===== src/rtl/div_issue_ctrl.sv =====
// Issue/sequencing control for the shared iterative divider: starts DIV/DIVU from EX, stalls IF/ID/EX
// from detection until the result is back, holds {hi,lo} until EX advances, drains on flush.
module div_issue_ctrl #(
  parameter logic [4:0] DIV_CODE  = 5'b11010,
  parameter logic [4:0] DIVU_CODE = 5'b11011,
  parameter int         TIMEOUT   = 64
) (
  input  logic        clk,
  input  logic        rst,
  input  logic        ex_valid_i,
  input  logic [4:0]  ex_alucontrol_i,
  input  logic        flush_i,
  input  logic        adv_stall_i,
  input  logic        div_ready_i,
  input  logic [63:0] div_result_i,
  output logic        div_start_o,
  output logic        div_signed_o,
  output logic        div_annul_o,
  output logic        stall_o,
  output logic        hilo_valid_o,
  output logic [63:0] hilo_o,
  output logic        timeout_o
);

  localparam int             CW     = $clog2(TIMEOUT + 1);
  localparam logic [CW-1:0]  TO_VAL = CW'(TIMEOUT);

  typedef enum logic [1:0] {
    S_IDLE,
    S_BUSY,
    S_DONE,
    S_DRAIN
  } state_e;

  state_e        state_q;
  logic [CW-1:0] cnt_q;
  logic [CW-1:0] cnt_d;
  logic          start_q;
  logic          signed_q;
  logic          annul_q;
  logic          hilo_valid_q;
  logic [63:0]   hilo_q;
  logic          timeout_q;
  logic          is_div;
  logic          to_hit;

  assign is_div = ex_valid_i &
                  ((ex_alucontrol_i == DIV_CODE) | (ex_alucontrol_i == DIVU_CODE));

  // Saturating count of cycles spent waiting on the divider (BUSY plus any DRAIN).
  assign cnt_d  = (cnt_q == TO_VAL) ? cnt_q : cnt_q + CW'(1);
  assign to_hit = (cnt_d == TO_VAL);

  always_comb begin
    stall_o = 1'b0;
    case (state_q)
      S_IDLE:  stall_o = is_div & ~flush_i;
      S_BUSY:  stall_o = 1'b1;
      S_DONE:  stall_o = 1'b0;
      S_DRAIN: stall_o = is_div;
      default: stall_o = 1'b0;
    endcase
  end

  always_ff @(posedge clk) begin
    if (rst) begin
      state_q      <= S_IDLE;
      cnt_q        <= '0;
      start_q      <= 1'b0;
      signed_q     <= 1'b0;
      annul_q      <= 1'b0;
      hilo_valid_q <= 1'b0;
      hilo_q       <= '0;
      timeout_q    <= 1'b0;
    end else begin
      annul_q <= 1'b0;
      case (state_q)
        S_IDLE: begin
          if (is_div && !flush_i) begin
            state_q  <= S_BUSY;
            start_q  <= 1'b1;
            signed_q <= (ex_alucontrol_i == DIV_CODE);
            cnt_q    <= '0;
          end
        end
        S_BUSY: begin
          cnt_q <= cnt_d;
          if (div_ready_i) begin
            // A result landing together with a flush belongs to a dead instruction.
            start_q <= 1'b0;
            if (flush_i) begin
              state_q <= S_IDLE;
            end else begin
              state_q      <= S_DONE;
              hilo_q       <= div_result_i;
              hilo_valid_q <= 1'b1;
            end
          end else if (flush_i) begin
            start_q <= 1'b0;
            annul_q <= 1'b1;
            state_q <= S_DRAIN;
          end else if (to_hit) begin
            start_q   <= 1'b0;
            timeout_q <= 1'b1;
            state_q   <= S_IDLE;
          end
        end
        S_DONE: begin
          if (flush_i || !adv_stall_i) begin
            state_q      <= S_IDLE;
            hilo_valid_q <= 1'b0;
          end
        end
        S_DRAIN: begin
          cnt_q <= cnt_d;
          if (div_ready_i) begin
            state_q <= S_IDLE;
          end else if (to_hit) begin
            timeout_q <= 1'b1;
            state_q   <= S_IDLE;
          end
        end
        default: state_q <= S_IDLE;
      endcase
    end
  end

  assign div_start_o  = start_q;
  assign div_signed_o = signed_q;
  assign div_annul_o  = annul_q;
  assign hilo_valid_o = hilo_valid_q;
  assign hilo_o       = hilo_q;
  assign timeout_o    = timeout_q;

endmodule


===== config.mk =====
export PLATFORM = sky130hd
export DESIGN_NAME = div_issue_ctrl
export DESIGN_NICKNAME = d
export VERILOG_FILES = /design/src/rtl/div_issue_ctrl.sv
export SDC_FILE = /design/constraint.sdc
export NUM_CORES = 1
export LEC_CHECK = 0
export CAP_MARGIN = 20
export CORE_MARGIN = 1
export CORE_UTILIZATION = 44
export DETAILED_ROUTE_END_ITERATION = 12
export PLACE_DENSITY = 0.94
export SYNTH_ARGS = -nofsm -noshare
export SYNTH_HDL_FRONTEND = slang
export SYNTH_SLANG_ARGS = --single-unit

===== constraint.sdc =====
create_clock -name clk -period 2.4 [get_ports clk]
set_clock_uncertainty 0.05 [all_clocks]
set_input_delay 0.36 -clock clk [delete_from_list [all_inputs] [get_ports clk]]
set_output_delay 0.36 -clock clk [all_outputs]
set_load 0.01 [all_outputs]

Yosys cells after proc, flatten, opt, wreduce, memory -nomap -nowiden
Cells that the tools add are included.
{"block": "totals", "wordCells": 73, "in_bits": 75, "register_bits": 78, "output_inout_bits": 70}
{"block": "classes", "n_eq_ne": 14, "addsub": 1, "bitwise": 5, "muxes": 27, "reduce_logical": 18}
{"operator": "7-bit == test (second input constant)", "n": 2}
{"operator": "2-bit two-way mux", "n": 7}
{"operator": "7-bit two-way mux", "n": 2}
{"operator": "7-bit one-hot mux with 2 select lines", "n": 1}
{"operator": "1-bit two-way mux", "n": 12}
{"operator": "2-bit inequality test (second input constant)", "n": 6}
{"operator": "5-bit == test (second input constant)", "n": 2}
{"operator": "2-bit one-hot mux with 4 select lines", "n": 1}
{"operator": "4-bit AND reduction", "n": 2}
{"operator": "2-bit nonzero test", "n": 4}
{"operator": "7-bit by 1-bit adder with 7-bit output (second input constant)", "n": 1}
{"operator": "1-bit one-hot mux with 2 select lines", "n": 3}
{"operator": "2-bit AND reduction", "n": 3}
{"operator": "3-bit AND reduction", "n": 2}
{"operator": "2-bit == test (second input constant)", "n": 2}
{"operator": "4-bit inequality test (second input constant)", "n": 1}
{"operator": "1-bit one-hot mux with 4 select lines", "n": 1}
{"operator": "3-bit OR reduction", "n": 1}
{"operator": "1-bit bitwise AND", "n": 2}
{"operator": "2-bit by 1-bit == test with 1-bit output (second input constant)", "n": 1}
{"operator": "1-bit zero test", "n": 2}
{"operator": "2-bit zero test", "n": 1}
{"operator": "1-bit NOT", "n": 2}
{"operator": "2-bit OR reduction", "n": 1}
{"operator": "3 further kinds", "n": 3}

Longest topological paths before layout
Gate-level depths: netlist (run 1).
{"block": "depth", "word_depth": 7, "mapped_depth": 7, "ltp_nobuf": 6}

Least setup slack after synthesis (run 1)
OpenSTA, ideal clock, no wires.
{"block": "synth_timing", "path_type": "register to register", "from": "register cnt_q[0]", "to": "register timeout_q, in the netlist timeout_o", "required_ps": 2290, "setup_ps": 60, "path_buffers": 0, "slack_ps": 797, "period_less_slack_ps": 1603, "arrival_time_ps": 1493, "stages_incl_launch_ff": 7, "path_cell_list": "dfxtp_1 inv_1 ha_1 nor2b_1 a21o_1 o31ai_1 a41o_1"}
{"block": "synth_between", "elab_chain_len": 7, "elab_cells_between_ends": 9, "classes_between": "1 x add/sub; 2 x eq/ne; 6 x mux"}
{"element": "start: declaration", "line": "36", "text": "logic [CW-1:0] cnt_q;"}
{"element": "start signal: assignment", "line": "87", "text": "cnt_q <= cnt_d;"}
{"element": "start signal: assignment", "line": "115", "text": "cnt_q <= cnt_d;"}
{"element": "7-bit by 1-bit adder with 7-bit output / 7-bit == test (equally long branches)", "line": "51", "text": "assign cnt_d = (cnt_q == TO_VAL) ? cnt_q : cnt_q + CW'(1);"}
{"element": "7-bit two-way mux (*)", "line": "51"}
{"element": "7-bit == test (*)", "line": "52", "text": "assign to_hit = (cnt_d == TO_VAL);"}
{"element": "1-bit two-way mux (*)"}
{"element": "1-bit two-way mux (2 in series)"}
{"element": "1-bit one-hot mux with 2 select lines (*)"}
{"element": "end signal: assignment", "line": "74", "text": "timeout_q <= 1'b0;"}
{"element": "end signal: assignment", "line": "104", "text": "timeout_q <= 1'b1;"}
{"element": "end signal: assignment", "line": "119", "text": "timeout_q <= 1'b1;"}
{"element": "end: declaration", "line": "43", "text": "logic timeout_q;"}
Every way passes the cells marked *; elsewhere a longest branch is shown, timed or not. The select of a mux whose other input is x is not followed.
A chain may end at the register's enable or synchronous reset.

Worst setup path after layout (run 1)
{"block": "layout_timing", "from": "input ex_alucontrol_i[1]", "to": "output stall_o"}
{"block": "layout_between", "elab_chain_len": 5, "elab_cells_between_ends": 6, "classes_between": "2 x eq/ne; 1 x mux; 3 x bitwise"}
{"element": "start: declaration", "line": "11", "text": "input logic [4:0] ex_alucontrol_i,"}
{"element": "5-bit == test", "line": "48", "text": "((ex_alucontrol_i == DIV_CODE) | (ex_alucontrol_i == DIVU_CODE));"}
{"element": "1-bit bitwise OR (*)", "line": "48"}
{"element": "1-bit bitwise AND (*)", "line": "47", "text": "assign is_div = ex_valid_i &"}
{"element": "1-bit bitwise AND", "line": "57", "text": "S_IDLE: stall_o = is_div & ~flush_i;"}
{"element": "1-bit one-hot mux with 4 select lines (*)", "line": "56", "text": "case (state_q)"}
{"element": "end: declaration", "line": "19", "text": "output logic stall_o,"}
Every way passes the cells marked *; elsewhere a longest branch is shown, timed or not.

==> run_results.csv, run 1 <==
group,metric,value,unit
placed_design,dp_hpwl,6.24,mm
outcome,status,"finished, final reports clean",
sta,finalHoldViolCount,0,
placed_design,io_buffers,144,
power_and_ir_drop,p_int,1.91,mW
route,drt_first_pass_iters,4,
floorplan,core_area,6870,sq um
placed_design,dp.cells,622,
worst_hold_path,min_path_cells,2,
power_and_ir_drop,p_clk_frac,0.389,
sta,slew_headroom,0.656,
sta,tns,0,ns
synth,syn_inst,400,
power_and_ir_drop,powerDensity,504,nW/um^2
floorplan,die_height,86.8,um
final_layout,multi_input_area,1460,sq um
global_route,grt_pass1_wl,13.8,mm
final_layout,areaGrowthSynthToFinish,54.4,%
setup_path,reg2reg_depth,5,
global_route,track_usage,0.233,
route,antenna_left,0,
clocking,clkLatencyLatePin,0.33,ns
synth,synthesis.area,3160,sq um
power_and_ir_drop,p_switching,0.546,mW
clocking,clk_pin_slew,0.09,ns
clocking,postCtsSetupRepairBufs,0,
setup_path,r2r_start,"cnt_q[0]$_SDFFE_PP0P_",
global_route,gr-total-overflow,0,
setup_path,r2r_end,"timeout_o$_SDFFE_PP0P_",
setup_path,worstPathArrival,1.91,ns
power_and_ir_drop,switching_share,0.222,
floorplan,die_x,86.8,um
synth,synth_edf_count,0,
sta,worst-slew-pin-transition,0.516,ns
synth,synth_warnings,0,
global_route,grt_pass1_vias,3089,
route,wl,8.62,mm
synth,syn_nets,477,
final_layout,mostFrequentLayoutCell,"clkdlybuf4s50_1",
clocking,cts_buffer_depth,2,
route,wl_per_cell,13.5,um
synth,ys_dominant_reg_cell,"dfxtp_1",
setup_path,path_class,"in -> out",
setup_path,critPathMaxFanout,5,
clocking,cts-root-buf,"clkbuf_8",
floorplan,rows,30,
power_and_ir_drop,seq_power_share,0.530,
worst_hold_path,hold_path_end,"hilo_o[37]$_SDFFE_PP0P_",
worst_hold_path,hold_path.class,"in -> reg",
floorplan,ios,145,
sta,drv_slew,0,
synth,syn_area_per_cell,7.90,sq um
synth,async_flop_share,0,
synth,ys_seq_area_frac,0.494,
placed_design,gp_congestion,0.826,
final_layout,drive_gt1_frac,0.0590,
sta,setup_violations,0,
floorplan,initial_core_util,0.460,
synth,yosys.area.top_type,"dfxtp_1",
final_layout,seqCellArea,1560,sq um
sta,max_freq,431,MHz
sta,rsz0062_at_grt,"no",
synth,ys_top_cells_by_area,"dfxtp_1, nand2_1, a21oi_1",
setup_path,critPathLaunchType,"input pin",
sta,period_minus_slack,2.32,ns
setup_path,r2r_slack,0.49,ns
final_layout,n_fill_cell,523,
power_and_ir_drop,power,2.46,mW
synth,synthDistinctLibCells,46,
global_route,antenna_found_initial,0,
final_layout,fin_cells,638,
power_and_ir_drop,power_frac_comb,0.080,
route,drt-initial-drc-count,108,
floorplan,dieArea,7530,sq um
clocking,cts_tree,"done",
route,drcViolationCount,0,
route,avgViaCountPerCell,5.10,
final_layout,final_cell_mix,"clkdlybuf4s50_1, nand2_1, dfxtp_1",
clocking,htreeDepth,3,
final_layout,layout.nets,614,
sta,finalCritPeriodShare,0.966,
final_layout,antenna_cells,0,
setup_path,end_kind,"primary output",
flow_run,drv_cap,0,
route,num_vias,3256,
worst_hold_path,hold_path.startpoint,"rst",
clocking,cts_made_buffers,9,
clocking,cts.sinks,78,
power_and_ir_drop,vdd_ir_drop_max,302,uV
synth,synth.top_cell.area_share,0.494,
global_route,grt_max_degree,37,
setup_path,required,1.99,ns
synth,synth_seq_cells,78,
power_and_ir_drop,leakagePower,1.66,nW
## cell usage after synthesis (2+ instances only)
master / instances
nand2_1: 136
dfxtp_1: 78
a21oi_1: 72
clkbuf_1: 16
nand3_1: 10
buf_2: 8
nor2_1: 8
inv_1: 7
nor2b_1: 7
a31oi_1: 6
o21ai_0: 5
nor3_1: 4
xnor2_1: 3
a22oi_1: 2
a311oi_1: 2
and2_1: 2
and3b_1: 2
ha_1: 2
o21a_1: 2
o31ai_1: 2
## worst max path at each step
stage	startpoint	to	slack [ns]
final	ex_alucontrol_i[1]	stall_o	0.08
after global routing	ex_alucontrol_i[1]	stall_o	0.002
after CTS	ex_alucontrol_i[1]	stall_o	0.07
after detailed placement	ex_alucontrol_i[1]	stall_o	0.07
after global placement	ex_alucontrol_i[1]	stall_o	0.14
after floorplan	cnt_q[0]$_SDFFE_PP0P_	timeout_o$_SDFFE_PP0P_	0.80
## flip-flops by register name (all words and copies together), names as in the netlist
signal	flops
cnt_q	7
div_annul_o	1
div_signed_o	1
div_start_o	1
hilo_o	64
hilo_valid_o	1
state_q	2
timeout_o	1
## kinds of logic (layout without fill, tap and decap cells)
logic type | Yosys count | after routing | synth area share
compound gates | 103 | 103 | 0.191
xor+xnor | 4 | 4 | 0.0111
fa+ha+maj | 2 | 2 | 0.00792
buf+inv | 33 | 175 | 0.0451
flops | 78 | 78 | 0.494
simple gates | 180 | 180 | 0.251
## per-stage QoR
step                      setup slack [ns]  hold slack [ns]   util  area, sq um
after floorplan                      0.797            0.431      -         3160
after global placement               0.135            0.391  0.683         4690
after detailed placement            0.0702            0.396  0.683         4690
after CTS                           0.0673            0.320  0.710         4880
after global routing               0.00179            0.319  0.711         4880
final                               0.0818            0.329  0.711         4880
## worst max-delay path, stage by stage
cell and delay, ns:
clkdlybuf4s50_1 0.45, and4b_2 0.28, a31oi_1 0.13, nor2_1 0.14, clkdlybuf4s50_1 0.55
## routing by layer
layer / vias up / share of wire / global-route usage
li1: 1617 / - / -
met1: 1512 / 0.42 / 0.261
met2: 119 / 0.51 / 0.422
met3: 8 / 0.069 / 0.0724
met4: 0 / 0.0088 / 0.0742
met5: - / 0 / 0
## power by group through the flow
stage	logic [mW]	clock network (mW)	registers [mW]
6_report	0.198	0.957	1.30
5_1_grt	0.210	1.04	1.30
4_1_cts	0.197	0.981	1.30
3_5_place_dp	0.196	0	1.33
3_3_place_gp	0.195	0	1.33
2_1_floorplan	0.0469	0	1.34
## final cells by class
class	count	share of cell area
Sequential cell	78	0.320
Timing Repair Buffer	152	0.312
Multi-Input combinational cell	289	0.299
Clock buffer	11	0.0269
Tap cell	96	0.0246
Clock inverter	5	0.0120
Inverter	7	0.00538
## repair_timing
item                                   4_1_cts  5_1_grt
setup endpoints to repair                    0        1
endpoints found under the hold margin        0        0
gates resized for setup                      0        1
hold buffers                                 0        0
Note: power is estimated with default switching activity, not from simulation.
==> run 2: changes to the inputs <==
- CTS_CLUSTER_SIZE: not set -> 10
==> results of run 2 <==
No change in the layout: final DEF, timing and power equal those of run 1.
